**src/rtl/av_arb_pkg.sv**
```systemverilog
// Shared types and default widths for the Avalon-MM burst arbiter.
// Optional round-robin arbitration is enabled with AV_ARB_ROUND_ROBIN_EN.
package av_arb_pkg;

  localparam int ADDR_W  = 32;
  localparam int DATA_W  = 32;
  localparam int BURST_W = 5;

  typedef enum logic [1:0] {
    IDLE     = 2'd0,
    CMD_RD   = 2'd1,
    RD_DATA  = 2'd2,
    WR_BURST = 2'd3
  } arb_state_t;

endpackage

```
**src/rtl/rr_arbiter.sv**
```systemverilog
// Combinational one-hot grant from a request vector.
// AV_ARB_ROUND_ROBIN_EN defined: search starts at ptr; undefined: channel 0 highest.
module rr_arbiter
  import av_arb_pkg::*;
#(
  parameter int N_CH  = 2,
  parameter int PTR_W = (N_CH > 1) ? $clog2(N_CH) : 1
) (
  input  logic [N_CH-1:0]  req,
`ifdef AV_ARB_ROUND_ROBIN_EN
  input  logic [PTR_W-1:0] ptr,
`endif
  output logic [N_CH-1:0]  gnt
);

  int               start;
  logic [PTR_W-1:0] idx;

  // Walk from lowest to highest priority so the highest-priority requester is written last.
  always_comb begin
    gnt = '0;
    idx = '0;
`ifdef AV_ARB_ROUND_ROBIN_EN
    start = int'(ptr);
`else
    start = 0;
`endif
    for (int k = N_CH - 1; k >= 0; k--) begin
      idx = PTR_W'((start + k) % N_CH);
      if (req[idx]) begin
        gnt      = '0;
        gnt[idx] = 1'b1;
      end
    end
  end

endmodule

```
**src/rtl/av_burst_arbiter.sv**
```systemverilog
// Merges N_CH Avalon-MM burst masters onto one master port, one whole burst per grant.
// Define AV_ARB_ROUND_ROBIN_EN for round-robin; default is fixed priority (ch0 highest).
module av_burst_arbiter
  import av_arb_pkg::*;
#(
  parameter int N_CH    = 2,
  parameter int ADDR_W  = av_arb_pkg::ADDR_W,
  parameter int DATA_W  = av_arb_pkg::DATA_W,
  parameter int BURST_W = av_arb_pkg::BURST_W
) (
  input  logic                      clk,
  input  logic                      reset,
  input  logic [N_CH*ADDR_W-1:0]    ch_address,
  input  logic [N_CH-1:0]           ch_read,
  input  logic [N_CH-1:0]           ch_write,
  input  logic [N_CH*BURST_W-1:0]   ch_burstcount,
  input  logic [N_CH*DATA_W-1:0]    ch_writedata,
  output logic [N_CH-1:0]           ch_waitrequest,
  output logic [DATA_W-1:0]         ch_readdata,
  output logic [N_CH-1:0]           ch_readdatavalid,
  output logic [ADDR_W-1:0]         av_address,
  output logic                      av_read,
  output logic                      av_write,
  output logic [BURST_W-1:0]        av_burstcount,
  output logic [DATA_W-1:0]         av_writedata,
  output logic                      av_beginbursttransfer,
  input  logic                      av_waitrequest,
  input  logic [DATA_W-1:0]         av_readdata,
  input  logic                      av_readdatavalid,
  output logic [1:0]                dbg_state
);

  localparam int PTR_W = (N_CH > 1) ? $clog2(N_CH) : 1;

  arb_state_t          state_q, state_d;
  logic [N_CH-1:0]     gnt_q, gnt_d;
  logic [BURST_W-1:0]  len_q, len_d;
  logic [BURST_W-1:0]  beat_cnt_q, beat_cnt_d;
  logic                first_q, first_d;

  logic [N_CH-1:0]     req;
  logic [N_CH-1:0]     arb_gnt;
  logic [N_CH-1:0]     sel;
  logic [ADDR_W-1:0]   sel_addr;
  logic [BURST_W-1:0]  sel_bc;
  logic [DATA_W-1:0]   sel_wdata;
  logic                sel_rd;
  logic                sel_wr;
  logic                cmd_active;
  logic                rd_beat;
  logic                wr_beat;
  logic                last_beat;

  assign req = ch_read | ch_write;

`ifdef AV_ARB_ROUND_ROBIN_EN
  logic [PTR_W-1:0] rr_ptr_q, rr_ptr_d;
  logic [PTR_W-1:0] gnt_idx;

  always_comb begin
    gnt_idx = '0;
    for (int i = 0; i < N_CH; i++) begin
      if (gnt_q[i]) gnt_idx = PTR_W'(i);
    end
  end

  rr_arbiter #(.N_CH(N_CH), .PTR_W(PTR_W)) u_arb (
    .req (req),
    .ptr (rr_ptr_q),
    .gnt (arb_gnt)
  );
`else
  rr_arbiter #(.N_CH(N_CH), .PTR_W(PTR_W)) u_arb (
    .req (req),
    .gnt (arb_gnt)
  );
`endif

  // In IDLE the mux looks at the channel about to be granted so len and direction can be latched.
  always_comb begin
    sel       = (state_q == IDLE) ? arb_gnt : gnt_q;
    sel_addr  = '0;
    sel_bc    = '0;
    sel_wdata = '0;
    sel_rd    = 1'b0;
    sel_wr    = 1'b0;
    for (int i = 0; i < N_CH; i++) begin
      if (sel[i]) begin
        sel_addr  = ch_address[i*ADDR_W +: ADDR_W];
        sel_bc    = ch_burstcount[i*BURST_W +: BURST_W];
        sel_wdata = ch_writedata[i*DATA_W +: DATA_W];
        sel_rd    = ch_read[i];
        sel_wr    = ch_write[i];
      end
    end
  end

  assign cmd_active = (state_q == CMD_RD) || (state_q == WR_BURST);
  assign rd_beat    = (state_q == RD_DATA) && av_readdatavalid;
  assign wr_beat    = (state_q == WR_BURST) && sel_wr && !av_waitrequest;
  assign last_beat  = (beat_cnt_q == len_q - BURST_W'(1));

  always_comb begin
    state_d    = state_q;
    gnt_d      = gnt_q;
    len_d      = len_q;
    beat_cnt_d = beat_cnt_q;
    first_d    = 1'b0;
`ifdef AV_ARB_ROUND_ROBIN_EN
    rr_ptr_d   = rr_ptr_q;
`endif
    case (state_q)
      IDLE: begin
        if (|req) begin
          gnt_d      = arb_gnt;
          len_d      = (sel_bc == '0) ? BURST_W'(1) : sel_bc;
          beat_cnt_d = '0;
          first_d    = 1'b1;
          state_d    = sel_rd ? CMD_RD : WR_BURST;
        end
      end
      CMD_RD: begin
        if (!av_waitrequest) begin
          state_d    = RD_DATA;
          beat_cnt_d = '0;
        end
      end
      RD_DATA, WR_BURST: begin
        if ((state_q == RD_DATA) ? rd_beat : wr_beat) begin
          if (last_beat) begin
            state_d = IDLE;
`ifdef AV_ARB_ROUND_ROBIN_EN
            rr_ptr_d = (gnt_idx == PTR_W'(N_CH - 1)) ? '0 : gnt_idx + PTR_W'(1);
`endif
          end else begin
            beat_cnt_d = beat_cnt_q + BURST_W'(1);
          end
        end
      end
      default: state_d = IDLE;
    endcase
  end

  always_ff @(posedge clk or posedge reset) begin
    if (reset) begin
      state_q    <= IDLE;
      gnt_q      <= '0;
      len_q      <= '0;
      beat_cnt_q <= '0;
      first_q    <= 1'b0;
`ifdef AV_ARB_ROUND_ROBIN_EN
      rr_ptr_q   <= '0;
`endif
    end else begin
      state_q    <= state_d;
      gnt_q      <= gnt_d;
      len_q      <= len_d;
      beat_cnt_q <= beat_cnt_d;
      first_q    <= first_d;
`ifdef AV_ARB_ROUND_ROBIN_EN
      rr_ptr_q   <= rr_ptr_d;
`endif
    end
  end

  // Burstcount comes from the latched len so a requested 0 reaches the slave as 1.
  assign av_read               = (state_q == CMD_RD);
  assign av_write              = (state_q == WR_BURST) && sel_wr;
  assign av_address            = cmd_active ? sel_addr : '0;
  assign av_burstcount         = cmd_active ? len_q : '0;
  assign av_writedata          = (state_q == WR_BURST) ? sel_wdata : '0;
  assign av_beginbursttransfer = first_q;

  assign ch_waitrequest   = ~(gnt_q & {N_CH{cmd_active && !av_waitrequest}});
  assign ch_readdatavalid = gnt_q & {N_CH{rd_beat}};
  assign ch_readdata      = (state_q == RD_DATA) ? av_readdata : '0;
  assign dbg_state        = state_q;

endmodule

```
**config.mk**
```make
export PLATFORM = sky130hd
export DESIGN_NAME = av_burst_arbiter
export DESIGN_NICKNAME = d
export VERILOG_FILES = /design/src/rtl/av_arb_pkg.sv /design/src/rtl/rr_arbiter.sv /design/src/rtl/av_burst_arbiter.sv
export SDC_FILE = /design/constraint.sdc
export NUM_CORES = 1
export LEC_CHECK = 0
export ABC_AREA = 0
export ABC_CLOCK_PERIOD_IN_PS = 2800
export CAP_MARGIN = 10
export CORE_AREA = 2 2 112 114
export DETAILED_ROUTE_END_ITERATION = 12
export DIE_AREA = 0 0 114 116
export HOLD_SLACK_MARGIN = 0.12
export SLEW_MARGIN = 5
export SYNTH_ARGS = -nofsm -noshare
export SYNTH_HDL_FRONTEND = slang
export SYNTH_HIERARCHICAL = 1
export SYNTH_SLANG_ARGS = --single-unit
```
**constraint.sdc**
```tcl
create_clock -name clk -period 2.8 [get_ports clk]
set_input_delay 0.42 -clock clk [delete_from_list [all_inputs] [get_ports clk]]
set_output_delay 0.42 -clock clk [all_outputs]
set_load 0.01 [all_outputs]
```
# Yosys cells after proc, flatten, opt, wreduce, memory -nomap -nowiden
# Cells that the tools add are included.
[word_totals]
romBits = 0
wordCells = 65
memories = 0
ramBits = 0
regBits = 15
latchBits = 0
[classes]
magnitude_cmp = 0
div_mod_pow = 0
mul = 0
n_eq_ne = 9
n_bitwise = 4
shift = 0
muxes = 32
reduce_logical = 13
add_sub_neg = 2
[op_table]
columns = ["cell", "n"]
rows = [
  ["32-bit two-way mux", 7],
  ["5-bit two-way mux", 8],
  ["2-bit two-way mux", 8],
  ["5-bit one-hot mux with 3 select lines", 1],
  ["2-bit inequality test (second input constant)", 4],
  ["4-bit AND reduction", 2],
  ["1-bit two-way mux", 7],
  ["2-bit one-hot mux with 3 select lines", 1],
  ["5-bit by 1-bit adder with 5-bit output (second input constant)", 1],
  ["5-bit equality test", 1],
  ["5-bit zero test", 1],
  ["5-bit by 1-bit subtractor with 5-bit output (second input constant)", 1],
  ["2-bit bitwise AND", 2],
  ["2-bit equality test (second input constant)", 2],
  ["1-bit logical AND", 4],
  ["2-bit OR reduction", 2],
  ["2-bit by 1-bit equality test with 1-bit output (second input constant)", 1],
  ["2-bit zero test", 1],
  ["2-bit by 1-bit inequality test with 1-bit output (second input constant)", 1],
  ["2-bit inverter", 1],
  ["2-bit bitwise OR", 1],
  ["2-bit AND reduction", 1],
  ["1-bit zero test", 1],
  ["1-bit logical OR", 1],
]

# Logic depth before layout (Yosys ltp)
[logic_depth]
depth_word = 11
ltp_mapped = 9
mapped_depth_nobuf = 7

# Hierarchy
# The synthesis kept the hierarchy.
[modules_own_cells]
columns = ["module", "area_per_inst_um2", "cells_each", "seq_area_each_um2", "n_inst"]
rows = [
  ["av_burst_arbiter", 2133.3, 309, 375.4, 1],
  ["rr_arbiter", 21.3, 2, 0.0, 1],
]

# Least setup slack after synthesis
# Ideal clock, no wire load.
[synth_path]
path_kind = "input -> output"
start = "input ch_read[1]"
end = "output av_writedata[12]"
required_ns = 2.380
arrival_ns = 1.905
cell_stages = 9
setup_slack_ns = 0.475
cell_sequence = "or2_2 > nor2b_4 > mux2_1 > buf_2 > nor2_4 > buf_6 > buf_6 > a22oi_1 > nor2_1"
[synth_via]
elab_chain_len = 6
[synth_rtl]
columns = ["item", "line_no", "rtl"]
rows = [
  ["from (decl)", "av_burst_arbiter.sv:14", "input logic [N_CH-1:0] ch_read,"],
  ["2-bit bitwise OR", "av_burst_arbiter.sv:54", "assign req = ch_read | ch_write;"],
  ["2-bit two-way mux (2 in a row)", "rr_arbiter.sv:30", "if (req[idx]) begin"],
  ["via arb_gnt[1]", "av_burst_arbiter.sv:42", "logic [N_CH-1:0] arb_gnt;"],
  ["2-bit two-way mux", "av_burst_arbiter.sv:81", "sel = (state_q == IDLE) ? arb_gnt : gnt_q;"],
  ["32-bit two-way mux", "av_burst_arbiter.sv:88", "if (sel[i]) begin"],
  ["32-bit two-way mux", "av_burst_arbiter.sv:171", "assign av_writedata = (state_q == WR_BURST) ? sel_wdata : '0;"],
  ["to (decl)", "av_burst_arbiter.sv:25", "output logic [DATA_W-1:0] av_writedata,"],
]
# The timed path passes the listed nets, and every way through them passes these cells.

# Final worst setup path
[layout_path]
start = "input ch_read[0]"
end = "output av_address[28]"
[layout_via]
elab_chain_len = 6
[layout_rtl]
columns = ["item", "line_no", "rtl"]
rows = [
  ["2-bit bitwise OR *", "av_burst_arbiter.sv:54", ""],
  ["via req[0]", "av_burst_arbiter.sv:41", "logic [N_CH-1:0] req;"],
  ["2-bit two-way mux *", "rr_arbiter.sv:30", ""],
  ["2-bit two-way mux *", "av_burst_arbiter.sv:81", ""],
  ["32-bit two-way mux", "av_burst_arbiter.sv:88", ""],
  ["32-bit two-way mux *", "av_burst_arbiter.sv:88", ""],
  ["32-bit two-way mux *", "av_burst_arbiter.sv:169", "assign av_address = cmd_active ? sel_addr : '0;"],
  ["to (decl)", "av_burst_arbiter.sv:21", "output logic [ADDR_W-1:0] av_address,"],
]
# Mark *: on every way through the listed nets, which the timed path passes. The rest lies on a longest branch.

==> impl_metrics.yaml <==
outcome:
  outcome: "finished, final reports clean"
global_routing:
  grt_antenna_before_repair: 0
  grt_busiest_layer: "met2"
  grt_usage_pct: 16.5
  grt_util_met3_pct: 3.50
  grt_pass1_vias: 3401
  grt_use_met1_pct: 18.2
  grt_max_degree: 38
  grt_util_met2_pct: 32.4
  grt_pass1_wl_um: 17400
  grt_overflow: 0
setup_path:
  cp.required_ns: 2.38
  r2r_cells: 7
  rrSetupSlack_ns: 0.65
  critPathCaptureType: "output port"
  worstPathArrival_ns: 2.29
  reg2reg_from: "len_q[0]"
  crit_fanout: 20
  critPathLaunchType: "primary input"
  criticalPathCategory: "in -> out"
  crit-reg2reg-capture: "beat_cnt_q[0]"
final_layout:
  post-route-util_pct: 43.9
  fin_nets: 778
  syn_to_final_growth_pct: 143
  n_fill_cell: 1187
  drive_gt1_share_pct: 21.4
  diodes: 0
sta:
  drv_slew: 0
  layout_min_cycle_time_ns: 2.71
  hold_ws_ns: 0.530
  fmax_mhz: 369
  rsz0062_at_grt: "yes"
  slew_headroom_pct: 63.6
  worstMarginPinSlew_ns: 0.540
  hold_viol: 0
  setup_viol: 0
  period_share_pct: 96.7
  fin_skew_ns: 0.00164
power_and_ir_drop:
  p_leak_nw: 2.20
  sw_frac_of_total_pct: 43.5
  pwr-share-clk_pct: 10.0
  vdd_drop_max_mv: 0.235
  intPower_w: 0.00160
  power.share.sequential_pct: 12.8
  power_switching_w: 0.00123
  power_frac_comb_pct: 77.2
  p_per_area_nw_per_um2: 543
die:
  die_x_um: 114
  io_pins: 288
  coreArea_um2: 11900
  dieArea_um2: 13200
  num_rows: 40
  initial_utilization_pct: 18.1
  die_y_um: 116
yosys:
  syn_area_um2: 2150
  synth_nets: 491
  syn_inst: 311
  post-synth-top-count-cell: "nor2_1"
  synthArstFlopShare_pct: 100
  synth_top_area_share_pct: 23.7
  synth_area_leader_cell: "a22oi_1"
  synth-main-ff-cell: "dfrtp_1"
  ys_seq_area_share_pct: 17.4
  synth-seq-cells: 15
  synth-edff-count: 0
  synth_area_leaders: "a22oi_1 (24%), dfrtp_1 (17%), nor2_1 (12%), and2_1 (10%), nand2_1 (2.4%)"
  synthTopCellsByCount: "nor2_1 (71), a22oi_1 (68), and2_1 (35)"
  syn_area_per_cell_um2: 6.93
  yosys_warnings: 6
  yosys.cell_types.count: 44
route:
  avgRoutedWirePerCell_um: 15.8
  first_iter_violations: 120
  antenna_left: 0
  vias: 3471
  via_per_inst: 4.67
  drt-total-wl_um: 11700
  post-route-drc-count: 0
  dr.pass1.iters: 4
cts:
  cts_inserted_buffers: 3
  cts.sink_count: 15
  clk_latency_ns: 0.25
  tritoncts: "done"
  cts.path.max_buffers: 2
  path_clk_slew_ns: 0.05
  cts_max_level: 1
  clock-root-buffer: "clkbuf_16"
  cts_hold_buf: 0
place:
  place_hpwl_um: 9590
  port_buffers: 287
  place.gp.congestion: 0.830
hold_path:
  hold_class: "in -> async"
job:
  max_cap_violations: 0
[routing by layer]
metal,vias up,share of wire [%]
met5,-,0
met4,0,1.1
met3,11,9.6
met2,192,54
met1,1583,35
li1,1685,-
[flip-flops by register name, summed over array words and instances (netlist names)]
register               flops
len_q                      5
beat_cnt_q                 5
dbg_state                  2
gnt_q                      2
av_beginbursttransfer      1
[cells in the final DEF, fill, tap and decap left out, types with 2 or more instances in the layout]
master / instances
dfrtp_1: 15
nand3_1: 4
clkbuf_2: 14
nor2_1: 71
nand2_1: 14
xor2_1: 2
a22oi_2: 23
or2_4: 2
o21ai_0: 4
a22oi_1: 45
o21ai_1: 5
xnor2_1: 6
nor3_1: 2
a21oi_1: 2
nor4_1: 5
a21o_1: 2
clkbuf_16: 3
and2_1: 35
dlymetal6s2s_1: 3
buf_12: 3
or4_1: 2
a22o_1: 2
nand4_1: 2
clkdlybuf4s50_1: 219
buf_2: 50
buf_6: 2
ha_1: 2
buf_4: 17
mux2i_1: 2
and3_1: 3
inv_1: 7
nor2b_1: 6
mux2_2: 2
[cell type report]
cell class	instances	area (um^2)	share of cell area, %
Timing Repair Buffer	311	2830	54.1
Tap cell	147	184	3.52
Inverter	8	32.5	0.623
Multi-Input combinational cell	259	1730	33.0
Clock buffer	4	78.8	1.51
Sequential cell	15	375	7.18
[logic make-up after synthesis]
logic type	count (synthesis)	share of synthesized area [%]
AO/OA/AOI/OAI	90	31.3
adder cells (fa/ha/maj)	2	1.16
multiplexers	6	2.96
flip-flops	15	17.4
AND/OR/NAND/NOR	153	35.5
buffers and inverters	37	8.42
XOR/XNOR	8	3.25
[metrics by stage]
step,instance area [um^2],worst slack (ns),power (W),setup TNS [ns],instances
global route,5230,-0.00430,0.00306,-0.0145,744
finish,5230,0.0919,0.00284,0,744
CTS,5280,0.00000555,0.00285,0,744
floorplan,2150,0.475,0.00146,0,311
global placement,5240,-0.402,0.00253,-22.79,735
detailed placement,5240,-0.402,0.00256,-22.77,735
[repair_timing]
| item | in CTS | in global routing |
|---|---|---|
| endpoints found under the setup margin | 65 | 64 |
| gates cloned | 2 | 0 |
| setup buffers | 3 | 0 |
| pin swaps | 1 | 2 |
| gates resized for setup | 225 | 51 |
[how the worst max path moves through the flow]
stage / slack, ns / startpoint / to / depth (start not counted)
6_report: 0.09 / ch_read[0] / av_address[28] / 11
5_1_grt: -0.004 / ch_read[0] / av_writedata[14] / 11
4_1_cts: 0.000006 / ch_read[0] / av_writedata[18] / 11
3_5_place_dp: -0.40 / ch_read[1] / av_address[13] / 9
3_3_place_gp: -0.40 / ch_read[1] / av_address[13] / 9
2_1_floorplan: 0.47 / ch_read[1] / av_writedata[12] / 9
[power groups by stage]
stage                     logic [W]  clock network (W)  registers (W)
after floorplan             0.00112                  0       0.000348
after global placement      0.00216                  0       0.000362
after detailed placement    0.00219                  0       0.000364
after CTS                   0.00220           0.000287       0.000361
after global routing        0.00239           0.000297       0.000376
final                       0.00219           0.000284       0.000363
[critical path, stage by stage]
cell	delay (ns)
clkdlybuf4s50_1	0.43
or2_4	0.26
buf_4	0.15
mux2i_2	0.15
buf_4	0.15
nor2_4	0.04
buf_4	0.15
buf_12	0.16
a22oi_1	0.15
nor2_1	0.06
buf_2	0.15
No activity file was read; power rests on OpenSTA's default activity.
